**src/rtl/uart_pkg.sv**
```systemverilog
// Shared UART definitions: transmitter FSM encoding, default bit timing and frame shape.
// The receiver imports the same package so both ends agree on frame layout.
package uart_pkg;

    typedef enum logic [1:0] {
        IDLE  = 2'd0,
        START = 2'd1,
        DATA  = 2'd2,
        STOP  = 2'd3
    } txState_t;

    // 27 MHz board clock divided down to 115200 baud
    localparam int DEFAULT_DELAY_FRAMES = 234;
    localparam int DATA_BITS            = 8;
    localparam int STOP_BITS            = 1;

endpackage

```
**src/rtl/sync_fifo.sv**
```systemverilog
// Single-clock FIFO with registered occupancy count and first-word-fall-through read data.
// Pushes while full and pops while empty are ignored, so callers may gate loosely.
module sync_fifo #(
    parameter int WIDTH = 8,
    parameter int DEPTH = 16
) (
    input  logic                     clk,
    input  logic                     rst,
    input  logic [WIDTH-1:0]         wrData,
    input  logic                     wrEn,
    input  logic                     rdEn,
    output logic [WIDTH-1:0]         rdData,
    output logic                     full,
    output logic                     empty,
    output logic [$clog2(DEPTH):0]   count
);

    localparam int PTR_W = $clog2(DEPTH);

    logic [WIDTH-1:0] mem [DEPTH];
    logic [PTR_W-1:0] wrPtr;
    logic [PTR_W-1:0] rdPtr;
    logic             doPush;
    logic             doPop;

    assign full   = (count == (PTR_W+1)'(DEPTH));
    assign empty  = (count == '0);
    assign doPush = wrEn && !full;
    assign doPop  = rdEn && !empty;
    assign rdData = mem[rdPtr];

    // Pointers wrap naturally because DEPTH is a power of two
    always_ff @(posedge clk) begin
        if (rst) begin
            wrPtr <= '0;
            rdPtr <= '0;
            count <= '0;
        end else begin
            if (doPush) wrPtr <= wrPtr + 1'b1;
            if (doPop)  rdPtr <= rdPtr + 1'b1;
            case ({doPush, doPop})
                2'b10:   count <= count + 1'b1;
                2'b01:   count <= count - 1'b1;
                default: count <= count;
            endcase
        end
    end

    always_ff @(posedge clk) begin
        if (doPush) mem[wrPtr] <= wrData;
    end

endmodule

```
**src/rtl/uart_tx_buffered.sv**
```systemverilog
// Buffered 8N1 UART transmitter: bytes queue in a FIFO and leave LSB first at one bit
// per DELAY_FRAMES clocks, with queued frames sent back-to-back.
module uart_tx_buffered
    import uart_pkg::*;
#(
    parameter int DELAY_FRAMES = DEFAULT_DELAY_FRAMES,
    parameter int FIFO_DEPTH   = 16
) (
    input  logic                          clk,
    input  logic                          rst,
    input  logic [7:0]                    in_data,
    input  logic                          in_valid,
    output logic                          in_ready,
    output logic                          uart_tx,
    output logic                          busy,
    output logic [$clog2(FIFO_DEPTH):0]   fifo_count
);

    localparam int              CNT_W    = $clog2(DELAY_FRAMES);
    localparam logic [CNT_W-1:0] CNT_LAST = CNT_W'(DELAY_FRAMES - 1);
    localparam logic [2:0]       LAST_BIT = 3'(DATA_BITS - 1);

    txState_t         state, stateNext;
    logic [CNT_W-1:0] bitCnt, cntNext;
    logic [2:0]       bitIdx, idxNext;
    logic [7:0]       shiftReg, shiftNext;
    logic             txReg, txNext;
    logic             bitDone;
    logic             pop;
    logic             push;
    logic             fifoFull;
    logic             fifoEmpty;
    logic [7:0]       fifoData;

    assign in_ready = !rst && !fifoFull;
    assign push     = in_valid && in_ready;
    assign bitDone  = (bitCnt == CNT_LAST);
    assign uart_tx  = txReg;
    assign busy     = (state != IDLE) || (fifo_count != '0);

    sync_fifo #(
        .WIDTH (8),
        .DEPTH (FIFO_DEPTH)
    ) txFifo (
        .clk    (clk),
        .rst    (rst),
        .wrData (in_data),
        .wrEn   (push),
        .rdEn   (pop),
        .rdData (fifoData),
        .full   (fifoFull),
        .empty  (fifoEmpty),
        .count  (fifo_count)
    );

    always_comb begin
        stateNext = state;
        cntNext   = bitCnt;
        idxNext   = bitIdx;
        shiftNext = shiftReg;
        pop       = 1'b0;
        case (state)
            IDLE: begin
                if (!fifoEmpty) begin
                    pop       = 1'b1;
                    shiftNext = fifoData;
                    cntNext   = '0;
                    stateNext = START;
                end
            end
            START: begin
                if (bitDone) begin
                    cntNext   = '0;
                    idxNext   = '0;
                    stateNext = DATA;
                end else begin
                    cntNext = bitCnt + 1'b1;
                end
            end
            DATA: begin
                if (bitDone) begin
                    cntNext   = '0;
                    shiftNext = shiftReg >> 1;
                    if (bitIdx == LAST_BIT) stateNext = STOP;
                    else                    idxNext   = bitIdx + 1'b1;
                end else begin
                    cntNext = bitCnt + 1'b1;
                end
            end
            STOP: begin
                // Chaining straight into START keeps queued frames gap-free
                if (bitDone) begin
                    cntNext = '0;
                    if (!fifoEmpty) begin
                        pop       = 1'b1;
                        shiftNext = fifoData;
                        stateNext = START;
                    end else begin
                        stateNext = IDLE;
                    end
                end else begin
                    cntNext = bitCnt + 1'b1;
                end
            end
            default: stateNext = IDLE;
        endcase

        // Line level is computed for the upcoming state so the output flop lines up with it
        case (stateNext)
            START:   txNext = 1'b0;
            DATA:    txNext = shiftNext[0];
            default: txNext = 1'b1;
        endcase
    end

    always_ff @(posedge clk) begin
        if (rst) begin
            state    <= IDLE;
            bitCnt   <= '0;
            bitIdx   <= '0;
            shiftReg <= '0;
            txReg    <= 1'b1;
        end else begin
            state    <= stateNext;
            bitCnt   <= cntNext;
            bitIdx   <= idxNext;
            shiftReg <= shiftNext;
            txReg    <= txNext;
        end
    end

endmodule
```
**config.mk**
```make
export PLATFORM = sky130hd
export DESIGN_NAME = uart_tx_buffered
export DESIGN_NICKNAME = d
export VERILOG_FILES = /design/src/rtl/uart_pkg.sv /design/src/rtl/sync_fifo.sv /design/src/rtl/uart_tx_buffered.sv
export SDC_FILE = /design/constraint.sdc
export NUM_CORES = 1
export LEC_CHECK = 0
export ABC_AREA = 1
export BUFFER_PORTS_ARGS = -buffer_cell sky130_fd_sc_hd__buf_2
export CORE_ASPECT_RATIO = 0.9
export CORE_MARGIN = 1
export CORE_UTILIZATION = 40
export DETAILED_ROUTE_END_ITERATION = 8
export PLACE_DENSITY = 0.62
export SLEW_MARGIN = 20
export SYNTH_ARGS = -nofsm -noshare
export SYNTH_HDL_FRONTEND = slang
export SYNTH_HIERARCHICAL = 1
export SYNTH_SLANG_ARGS = --single-unit
```
**constraint.sdc**
```tcl
create_clock -name clk -period 2.66 [get_ports clk]
set_input_delay 0 -clock clk [delete_from_list [all_inputs] [get_ports clk]]
set_output_delay 0 -clock clk [all_outputs]
set_load 0.005 [all_outputs]
```
==> run metrics, run 1 <==
DR vias=5145; H-tree lvl count=4; Core ar.=18300 µm²; Crit path largest cell delay=0.34 ns; final slew viol count=0; CTS root buf=clkbuf_16; fmax=399 MHz; Crit path buffers/inverters=3; initial DRC count=354; number of global-route vias before repair=5006; Routed Antenna Nets=0; finished layout cell area=8780 µm²; largest net degree at the start of global routing=38; top cell type's share of synthesized area=51.4%; PD cells=940 nW/µm²; Req. time, crit path=just under 3 ns; crit path cell chain=inv_1, ha_1, nand2_1, nor2_4, nand2_4, nand2_2, o21ai_2, nor3_4, nand2_4, inv_6, ha_4, xor2_2, ha_1, inv_1, nand2_4, nand2_2, nand3_1, nand2_1, nor2_1, nor2_1; Clk pin slew, worst setup/hold paths=around 0.070 ns; outcome=complete, no violations; TritonCTS clock tree=built; post-synthesis sequential area ratio=61.8%; Reg area=roughly 4600 µm²; Crit path depth=20; Least-Margin Pin Slew=0.579 ns; clk buf depth=2; final net count=765; area leader, netlist=edfxtp_1; Top Family by Delay on Critical Path=simple AND/OR/NAND/NOR gates; CP endpoint kind=flop; Global Route met2 Usage=29.3%; final setup fails=0; Synth Area per Inst=about 11 µm²; Hold Crit Class=in -> reg; first-pass GRT wire length=26.4 mm; Fillers=1624; Die ar.=~19000 µm²; Post-synth ARST share=0%; antenna cells=0; max-cap violation count=0; CTS Buf Count=17; Cells after Synth=680; IO buf count=18; routability congestion estimate=0.917; EDFF count, synth=128; number of I/O pins=19; busiest grt layer=met2; drt pass-1 iters=5; GRT Total Usage=17.8%; Crit Path Category=reg -> reg; Final Hold Vio Count=0; placed inst area=just over 8000 µm²; Mapped Area=7480 µm²; setup bufs post-CTS=0; Yosys cell types=41; Area Overhead vs Synth=17.4%; Post-synth top flop=edfxtp_1; Starting Density=40.8%; Net Count, Synth=707; Critical-path top delay cell=dfxtp_1; post-layout util=47.8%; LEAKAGE=3.22 nW; skew final=0.0168 ns; register bit count reported by yosys=167; Final Cycle Share=94.2%; critical path startpoint category=flop; drt drc=0; Detailed Place HPWL=11.0 mm; GR Util met3=3.37%; CTS sink cnt=167; num rows=47; peak supply drop=0.491 mV; vias per cell=between 5 and 6; die width=around 150 µm; min Tclk post-route=2.51 ns; total gr overflow=0; Worst EP arrival=2.82 ns; relative slew slack=61.4%; Synth area leaders=edfxtp_1 (51%), dfxtp_1 (10%), mux2i_1 (4.7%); layout cell share with drive strength beyond 1=16.1%; DIE HEIGHT=around 130 µm; crit path max fanout=9; initial antenna violation count=0; RSZ-0062 raised after global routing=false; CP most frequent cell=nand2_4; hold depth=1; met1 Use GR=roughly a quarter; FF-to-FF path depth=20; worst skew pair latency=0.43 ns; routed wire length per instance=between 15 and 20 µm; area of the multi-input gates=2440 µm²; Total Routed Length=about 16 mm; Yosys warning count=6
final timing paths:
path	slack, ns	endpoint	start
max reg2reg	0.15	txFifo/count[4]	bitCnt[1]
min	0.01	txFifo/mem[13][2]	in_data[2]
max	0.15	txFifo/count[4]	bitCnt[1]
min reg2reg	0.48	shiftReg[2]	shiftReg[2]
area by class of cell:
cell class	instances	area share, %
Multi-Input combinational cell	403	27.8
Sequential cell	167	52.7
Timing Repair Buffer	64	5.44
Clock inverter	15	2.01
Inverter	85	3.72
Clock buffer	17	4.85
Tap cell	245	3.49
through the flow:
stage / power [mW] / setup WS [ns] / std cells / setup TNS, ns / hold WS [ns]
3_3_place_gp: 5.62 / -0.0275 / 957 / -0.0275 / 0.388
4_1_cts: 8.22 / 0.0443 / 995 / 0 / 0.00210
5_1_grt: 8.70 / 0.0210 / 996 / 0 / 0.0126
6_report: 8.25 / 0.154 / 996 / 0 / 0.0144
3_5_place_dp: 5.72 / -0.167 / 957 / -0.270 / 0.380
2_1_floorplan: 4.92 / 0.0182 / 680 / 0 / 0.0691
cells by family (layout without fill, tap and decap cells):
| logic type | Yosys count | count (layout) | synth area share, % |
|---|---|---|---|
| AND/OR/NAND/NOR | 187 | 187 | 11.7 |
| flip-flops | 167 | 167 | 61.8 |
| AO/OA/AOI/OAI | 160 | 160 | 12.4 |
| buffers and inverters | 110 | 181 | 6.01 |
| multiplexers | 35 | 35 | 4.69 |
| adder cells (fa/ha/maj) | 16 | 16 | 2.68 |
| XOR/XNOR | 5 | 5 | 0.686 |
layout by cell type (no fill, tap or decap), types with 3 or more instances in the layout:
master / count
inv_2: 3
buf_4: 37
xor2_1: 3
nand2_1: 81
buf_2: 18
mux2i_1: 35
o211ai_1: 34
dlygate4sd3_1: 7
o22ai_1: 3
dfxtp_1: 38
nand4_1: 7
edfxtp_1: 128
nand2_4: 4
clkbuf_16: 17
inv_1: 79
nor2_4: 3
a32oi_1: 3
inv_6: 5
inv_8: 5
nor2_2: 3
nor2_1: 50
nand3_1: 29
ha_1: 14
a21oi_1: 55
o21ai_0: 56
state kept, by name (all words and copies together) (netlist names), named ones only:
| signal | cells |
|---|---|
| txFifo/mem | 128 |
| bitCnt | 8 |
| shiftReg | 8 |
| txFifo/count | 5 |
| txFifo/rdPtr | 4 |
| txFifo/wrPtr | 4 |
| bitIdx | 3 |
| state | 2 |
| uart_tx | 1 |
worst register-to-register path, stage by stage, from the launching register on:
cell     delay (ns)
dfxtp_1        0.34
inv_1          0.09
ha_1           0.14
nand2_1        0.08
nor2_4         0.13
nand2_4        0.06
nand2_2        0.11
o21ai_2        0.09
nor3_4         0.17
nand2_4        0.10
inv_6          0.10
ha_4           0.18
xor2_2         0.18
ha_1           0.18
inv_1          0.06
nand2_4        0.07
nand2_2        0.06
nand3_1        0.08
nand2_1        0.05
nor2_1         0.08
nor2_1         0.05
synth_stat cells, drive strengths merged (3+ instances only):
| cell | number |
|---|---|
| a21oi | 57 |
| dfxtp | 39 |
| inv | 84 |
| nand2 | 87 |
| xor2 | 5 |
| o21ai | 58 |
| mux2i | 35 |
| ha | 16 |
| o22ai | 3 |
| a32oi | 3 |
| o211ai | 34 |
| nor2 | 57 |
| edfxtp | 128 |
| clkbuf | 12 |
| nand3 | 32 |
| buf | 13 |
| nand4 | 7 |
where the power goes:
group          total (mW)  internal (mW)  leakage, nW  switching [mW]
logic                2.66           1.01         1.46            1.65
clock network        2.46           1.35        0.298            1.11
registers            3.12           2.96         1.47           0.160
total                8.25           5.33         3.22            2.92
metal layers:
layer	routed length (µm)	vias to the layer above	part of all wire (%)
met4	229	0	1.4
li1	-	2518	-
met2	8030	137	49
met5	0	-	0
met3	737	17	4.5
met1	7450	2473	45
repair_timing:
| item | CTS | global route |
|---|---|---|
| setup endpoints to repair | 3 | 3 |
| hold buffers | 6 | 1 |
| cloned | 0 | 0 |
| gates resized for setup | 3 | 3 |
| hold endpoints to repair | 81 | 1 |
(Power assumes the default switching activity.)
==> run 2, diff against run 1 <==
--- a/config.mk
+++ b/config.mk
@@ -15,5 +15,4 @@
 export SLEW_MARGIN = 20
 export SYNTH_ARGS = -nofsm -noshare
 export SYNTH_HDL_FRONTEND = slang
-export SYNTH_HIERARCHICAL = 1
 export SYNTH_SLANG_ARGS = --single-unit
==> constraint.sdc (replaced) <==
create_clock -name clk -period 2 [get_ports clk]
set_input_delay 0 -clock clk [delete_from_list [all_inputs] [get_ports clk]]
set_output_delay 0 -clock clk [all_outputs]
set_load 0.005 [all_outputs]
==> run 2 against run 1 <==
  * The run now ends with setup timing left
  * Sequential cell count is the same
  * Clock skew down 0.0070 ns
  * Sequential share of layout area down 1.8 points
  * Cell area grew 3.5%
  * Clock power grew 24%
  * Via count rose by 7.1%
  * Critical path depth decreased by 2
  * Worst hold slack got worse by 0.0012 ns
  * Sequential power is 30% higher
  * Critical path type unchanged
==> run metrics, run 2 <==
Pwr Total=10.8 mW; Final Hold Vio Count=0; worst skew pair latency=0.43 ns; Starting Density=41.0%; IO buf count=18; Die ar.=between 15000 and 20000 µm²; EDFF count, synth=128; largest register by flop count=txFifo.mem; DR vias=about 5500; Clk pin slew, worst setup/hold paths=0.06 ns; area of the multi-input gates=roughly 2600 µm²; Yosys cell types=42; final slew viol count=0; Req. time, crit path=around 2.3 ns; reg2reg end=txFifo.count[4]; vias per cell=roughly 5; relative slew slack=73.1%; area leader, netlist=edfxtp_1; TritonCTS clock tree=built; die width=147 µm; FF-to-FF path depth=18; Hold Crit Class=in -> reg; routability congestion estimate=0.811; initial DRC count=349; Reg area=around 4600 µm²; Synth area leaders=edfxtp_1 (51%), nand2_1 (13%), dfxtp_1 (10%); layout cell share with drive strength beyond 1=18.5%; Fillers=1697; Mapped Area=between 7000 and 8000 µm²; reg2reg setup slack=-0.23 ns; Post-synth top flop=edfxtp_1; Synth Area per Inst=9.62 µm²; drt drc=0; crit path max fanout=3; Net Count, Synth=811; Detailed Place HPWL=11.0 mm; Routed Antenna Nets=0; Top Family by Delay on Critical Path=compound AO/OA/AOI/OAI gates; critical path startpoint category=flop; largest registers=txFifo.mem x128, bitCnt x8, shiftReg x8; crit path cell chain=inv_2, ha_4, nand2_4, nor2_4, nand2_4, clkinv_4, nand3_4, a21oi_4, ha_4, xor2_2, ha_2, a21o_1, nand2_1, o21ai_2, a21oi_2, o21ai_1, o21ai_1, nor2_1; Post-synth ARST share=0%; total gr overflow=0; GRT Total Usage=18.6%; commonest non-fill, non-tap cell in the layout=nand2_1; first-pass GRT wire length=approximately 27 mm; Core ar.=18400 µm²; CP Capture Point=txFifo.count[4]; Final Cycle Share=112%; Crit path buffers/inverters=2; DP Cell Count=1089; Worst EP arrival=approximately 2.6 ns; top cells by count, synth=nand2_1 (257), edfxtp_1 (128), nor2_1 (77), nand3_1 (75), inv_1 (53); CTS Buf Count=17; fmax=448 MHz; DIE HEIGHT=132 µm; Critical Path Source=bitCnt[1]; number of global-route vias before repair=about 5200; count leader, synth=nand2_1; antenna cells=0; CTS root buf=clkbuf_16; Cells after Synth=784; routed wire length per instance=between 10 and 15 µm; drt pass-1 iters=5; register bit count reported by yosys=approximately 170; Area Overhead vs Synth=20.5%; CP endpoint kind=flop; skew final=0.00974 ns; num rows=47; LEAKAGE=3.72 nW; Crit path largest cell delay=0.32 ns; min Tclk post-route=2.23 ns; violated checks=setup timing; max reg flops=128; CTS sink cnt=167; most frequent cells in the layout=nand2_1 (255), edfxtp_1 (128), nor2_1 (75); final net count=903; outcome=finished, violations left; Yosys warning count=0; PD cells=1190 nW/µm²; clk buf depth=2; number of I/O pins=19; final setup fails=3; peak supply drop=0.710 mV; Total Routed Length=16.8 mm; initial antenna violation count=0; final setup margin=-0.231 ns; largest net degree at the start of global routing=38; Least-Margin Pin Slew=0.404 ns; reg-to-reg startpoint=bitCnt[1]; RSZ-0062 raised after global routing=true; final std cells w/o fill=1132; Crit Path Category=reg -> reg; max-cap violation count=0; top cell type's share of synthesized area=51.0%; finished layout cell area=9090 µm²; post-synthesis sequential area ratio=61.3%; H-tree lvl count=4; Crit path depth=18; placed inst area=8390 µm²; Critical-path top delay cell=dfxtp_2
==> run 2: changes by cell type in the layout (fill, tap and decap cells not counted), moves of 25 or more <==
| cell | delta |
|---|---|
| nand2_1 | +174 |
| a21oi_1 | -28 |
| o21ai_0 | -35 |
| nand3_1 | +45 |
| mux2i_1 | -35 |
| inv_1 | -28 |
| buf_4 | +33 |
| nor2_1 | +25 |
| o211ai_1 | -31 |
==> run 2: metal layers <==
layer,GRT usage (%),share of wire (%),vias up
li1,-,-,2793
met1,25.3,47,2570
met2,28.9,47,121
met3,3.46,4.7,25
met4,7.99,1.8,0
met5,0,0,-
==> run 2: where the power goes <==
group	switching (mW)	total, mW	internal [mW]
Combinational	2.24	3.71	1.47
Clock	1.34	3.04	1.70
Sequential	0.133	4.07	3.94
Total	3.72	10.8	7.10
==> run 2: how the worst min path moves through the flow <==
stage | startpoint | to | slack, ns | cells after the start
floorplan | rst | state[0] | 0.07 | 1
global placement | uart_tx | uart_tx | 0.38 | 1
detailed placement | uart_tx | uart_tx | 0.39 | 1
CTS | in_data[4] | txFifo.mem[10][4] | 0.002 | 1
global route | rst | shiftReg[7] | 0.04 | 3
finish | rst | bitCnt[1] | 0.01 | 3
==> run 2: worst reg2reg max path, cell delays in order, from the launching register on <==
cell and delay [ns]:
dfxtp_2 0.32, inv_2 0.06, ha_4 0.13, nand2_4 0.05
nor2_4 0.10, nand2_4 0.06, clkinv_4 0.05, nand3_4 0.07
a21oi_4 0.16, ha_4 0.17, xor2_2 0.07, ha_2 0.16
a21o_1 0.16, nand2_1 0.07, o21ai_2 0.08, a21oi_2 0.16
o21ai_1 0.08, o21ai_1 0.12, nor2_1 0.05
==> run 2: timing repair <==
| item | in CTS | in global routing |
|---|---|---|
| hold buffers | 8 | 1 |
| hold endpoints to repair | 114 | 6 |
| pin swaps | 8 | 1 |
| buffers inserted | 4 | 1 |
| gates resized for setup | 1 | 10 |
| setup endpoints to repair | 4 | 14 |
==> run 2: final cells by class <==
type                    instances  area share [%]
clock buffers                  19            4.76
inverters                      58            2.48
well taps                     245            3.37
flip-flops and latches        167            51.0
repair buffers                101            8.55
multi-input cells             531            28.8
clock inverters                11            1.09
==> run 2: cell families (layout without fill, tap and decap cells) <==
kind of cell	count (synthesis)	count (layout)	synth area share, %
XOR/XNOR	6	6	0.697
buffers and inverters	86	189	5.13
AND/OR/NAND/NOR	432	432	24.3
AO/OA/AOI/OAI	77	77	5.89
flip-flops	167	167	61.3
adder cells (fa/ha/maj)	16	16	2.65
==> run 2: per-stage QoR <==
step                      setup slack, ns  TNS (ns)  hold WS, ns  utilization [%]
after floorplan                    -0.517     -1.14       0.0684                -
after detailed placement           -0.362    -0.756        0.394             45.6
after global placement             -0.336    -0.663        0.377             45.6
final                              -0.231    -0.383       0.0133             49.4
after global routing               -0.393     -1.02       0.0364             49.4
after CTS                          -0.241    -0.456      0.00206             49.1
==> run 3, diff against run 2 <==
--- a/config.mk
+++ b/config.mk
@@ -6,13 +6,14 @@
 export NUM_CORES = 1
 export LEC_CHECK = 0
 export ABC_AREA = 1
-export BUFFER_PORTS_ARGS = -buffer_cell sky130_fd_sc_hd__buf_2
 export CORE_ASPECT_RATIO = 0.9
 export CORE_MARGIN = 1
 export CORE_UTILIZATION = 40
 export DETAILED_ROUTE_END_ITERATION = 8
-export PLACE_DENSITY = 0.62
+export DONT_BUFFER_PORTS = 1
+export PLACE_DENSITY = 0.61
 export SLEW_MARGIN = 20
 export SYNTH_ARGS = -nofsm -noshare
 export SYNTH_HDL_FRONTEND = slang
+export SYNTH_HIERARCHICAL = 1
 export SYNTH_SLANG_ARGS = --single-unit
==> run 3 against run 2 <==
  * Clock power grew 12%
  * Routed wire length grew 1.8%
  * Register-to-register slack gained 0.07 ns
  * Worst hold slack gained 0.028 ns
  * Maximum frequency grew 3.0%
  * Critical path depth shrank 3
  * Sequential cell count is the same
  * The run still ends with setup timing left
  * Global-route usage shrank 0.75 points
  * Core utilization grew 3.6 points
  * Critical path type unchanged
  * Sequential share of layout area shrank 3.3 points
==> run metrics, run 3 (synthesized netlist as in run 1, its figures left out) <==
outcome=finished, violations left; violated checks=setup timing; max reg flops=128; RSZ-0062 raised after global routing=true; final slew viol count=0; max-cap violation count=0; reg-to-reg startpoint=state[0]; fmax=462 MHz; crit path max fanout=4; CTS root buf=clkbuf_16; first-pass GRT wire length=26.5 mm; final setup margin=-0.165 ns; TritonCTS clock tree=built; Fillers=1559; die width=146 µm; GRT Total Usage=17.8%; worst skew pair latency=0.43 ns; Worst EP arrival=2.48 ns; LEAKAGE=3.57 nW; Area Overhead vs Synth=30.1%; num rows=47; vias per cell=5.13; layout cell share with drive strength beyond 1=25.4%; PD cells=1240 nW/µm²; initial antenna violation count=1; Crit path depth=15; Detailed Place HPWL=between 10 and 15 mm; Crit Path Category=reg -> reg; final std cells w/o fill=1042; routability congestion estimate=0.841; routed wire length per instance=16.5 µm; final setup fails=4; Worst Hold End=in_ready; Top Family by Delay on Critical Path=adder cells; largest net degree at the start of global routing=30; skew final=around 0.012 ns; Crit path buffers/inverters=3; Final Cycle Share=108%; post-layout util=53.0%; most frequent cells in the layout=edfxtp_1 (128), inv_1 (75), nand2_1 (73); number of global-route vias before repair=approximately 5000; DP Cell Count=971; Starting Density=40.8%; finished layout cell area=9730 µm²; min Tclk post-route=2.17 ns; critical path startpoint category=flop; DIE HEIGHT=about 130 µm; Routed Antenna Nets=0; CTS sink cnt=167; crit path cell chain=buf_4, ha_1, o21ai_4, nor3_4, nand2_4, clkinv_4, ha_4, ha_1, inv_1, nor2_2, nand2_4, nand3_2, nand2_1, nor2_1, nor2_1; clk buf depth=2; Hold Crit Class=in -> out; Critical-path top delay cell=ha_1; largest register by flop count=txFifo/mem; Crit path largest cell delay=0.33 ns; initial DRC count=about 420; final net count=811; largest registers=txFifo/mem x128, bitCnt x8, shiftReg x8; total gr overflow=0; commonest non-fill, non-tap cell in the layout=edfxtp_1; number of I/O pins=19; DR vias=approximately 5300; peak supply drop=0.715 mV; Clk pin slew, worst setup/hold paths=0.06 ns; Final Hold Vio Count=0; relative slew slack=59.3%; H-tree lvl count=4; pre-CTS setup slack=-0.339 ns; reg2reg setup slack=-0.17 ns; drt drc=0; hold_sp=rst; Core ar.=18300 µm²; Req. time, crit path=between 2 and 2.5 ns; placed inst area=8560 µm²; hold depth=1; drt pass-1 iters=7; FF-to-FF path depth=15; Die ar.=19200 µm²; Total Routed Length=17.1 mm; CTS Buf Count=17; CP endpoint kind=flop; reg2reg end=txFifo/count[4]; Least-Margin Pin Slew=between 0.6 and 0.7 ns; IO buf count=0
[run 3: stage by stage]
step | hold WS (ns) | setup TNS (ns) | total power, mW
floorplan | 0.0691 | -1.27 | 6.69
global placement | 0.0415 | -0.916 | 7.82
detailed placement | 0.0418 | -1.17 | 7.91
CTS | -0.377 | -0.497 | 11.5
global route | 0.0402 | -7.41 | 12.7
finish | 0.0408 | -0.469 | 12.0
[run 3: cell type report]
type	count	area [µm²]	area share [%]
Sequential cell	167	4630	47.6
Multi-Input combinational cell	403	2700	27.8
Timing Repair Buffer	110	1150	11.8
Clock buffer	20	437	4.49
Inverter	85	327	3.36
Tap cell	245	307	3.15
Clock inverter	11	170	1.75
Antenna cell	1	2.50	0.0257
[run 3: where the power goes]
group          switching (mW)  internal, mW  total (mW)  leakage [nW]
registers               0.142          3.95        4.09          1.47
logic                    2.51          2.04        4.55          1.81
clock network            1.30          2.09        3.39         0.291
total                    3.96          8.08        12.0          3.57
[run 3: repair_timing]
item                                    CTS  global route
pin swaps                                13            21
hold endpoints to repair                167            25
gates resized for setup                   5            49
endpoints found under the setup margin   19           141
buffers inserted                         11            14
cloned                                    0             1
hold buffers                             12             2
[run 3: worst reg2reg max path: cells and delay by family (launching register included)]
family / cells / cell delay, ns
compound gates: 1 / 0.17
flops: 1 / 0.31
simple gates: 8 / 0.57
fa+ha+maj: 3 / 0.75
buf+inv: 3 / 0.26
[run 3: worst max-delay path by stage]
| stage | startpoint | endpoint | slack, ns |
|---|---|---|---|
| floorplan | bitCnt[1] | txFifo/count[4] | -0.40 |
| global placement | bitCnt[1] | txFifo/count[4] | -0.30 |
| CTS | bitCnt[1] | txFifo/count[4] | -0.17 |
| detailed placement | bitCnt[1] | txFifo/count[4] | -0.34 |
| finish | state[0] | txFifo/count[4] | -0.17 |
| global route | bitCnt[1] | txFifo/count[3] | -0.34 |
[run 3: layer usage]
metal / wire (µm) / GRT usage [%]
met1: 7940 / 24.6
met2: 8130 / 28.5
met3: 783 / 3.06
met4: 286 / 6.08
met5: 0 / 0
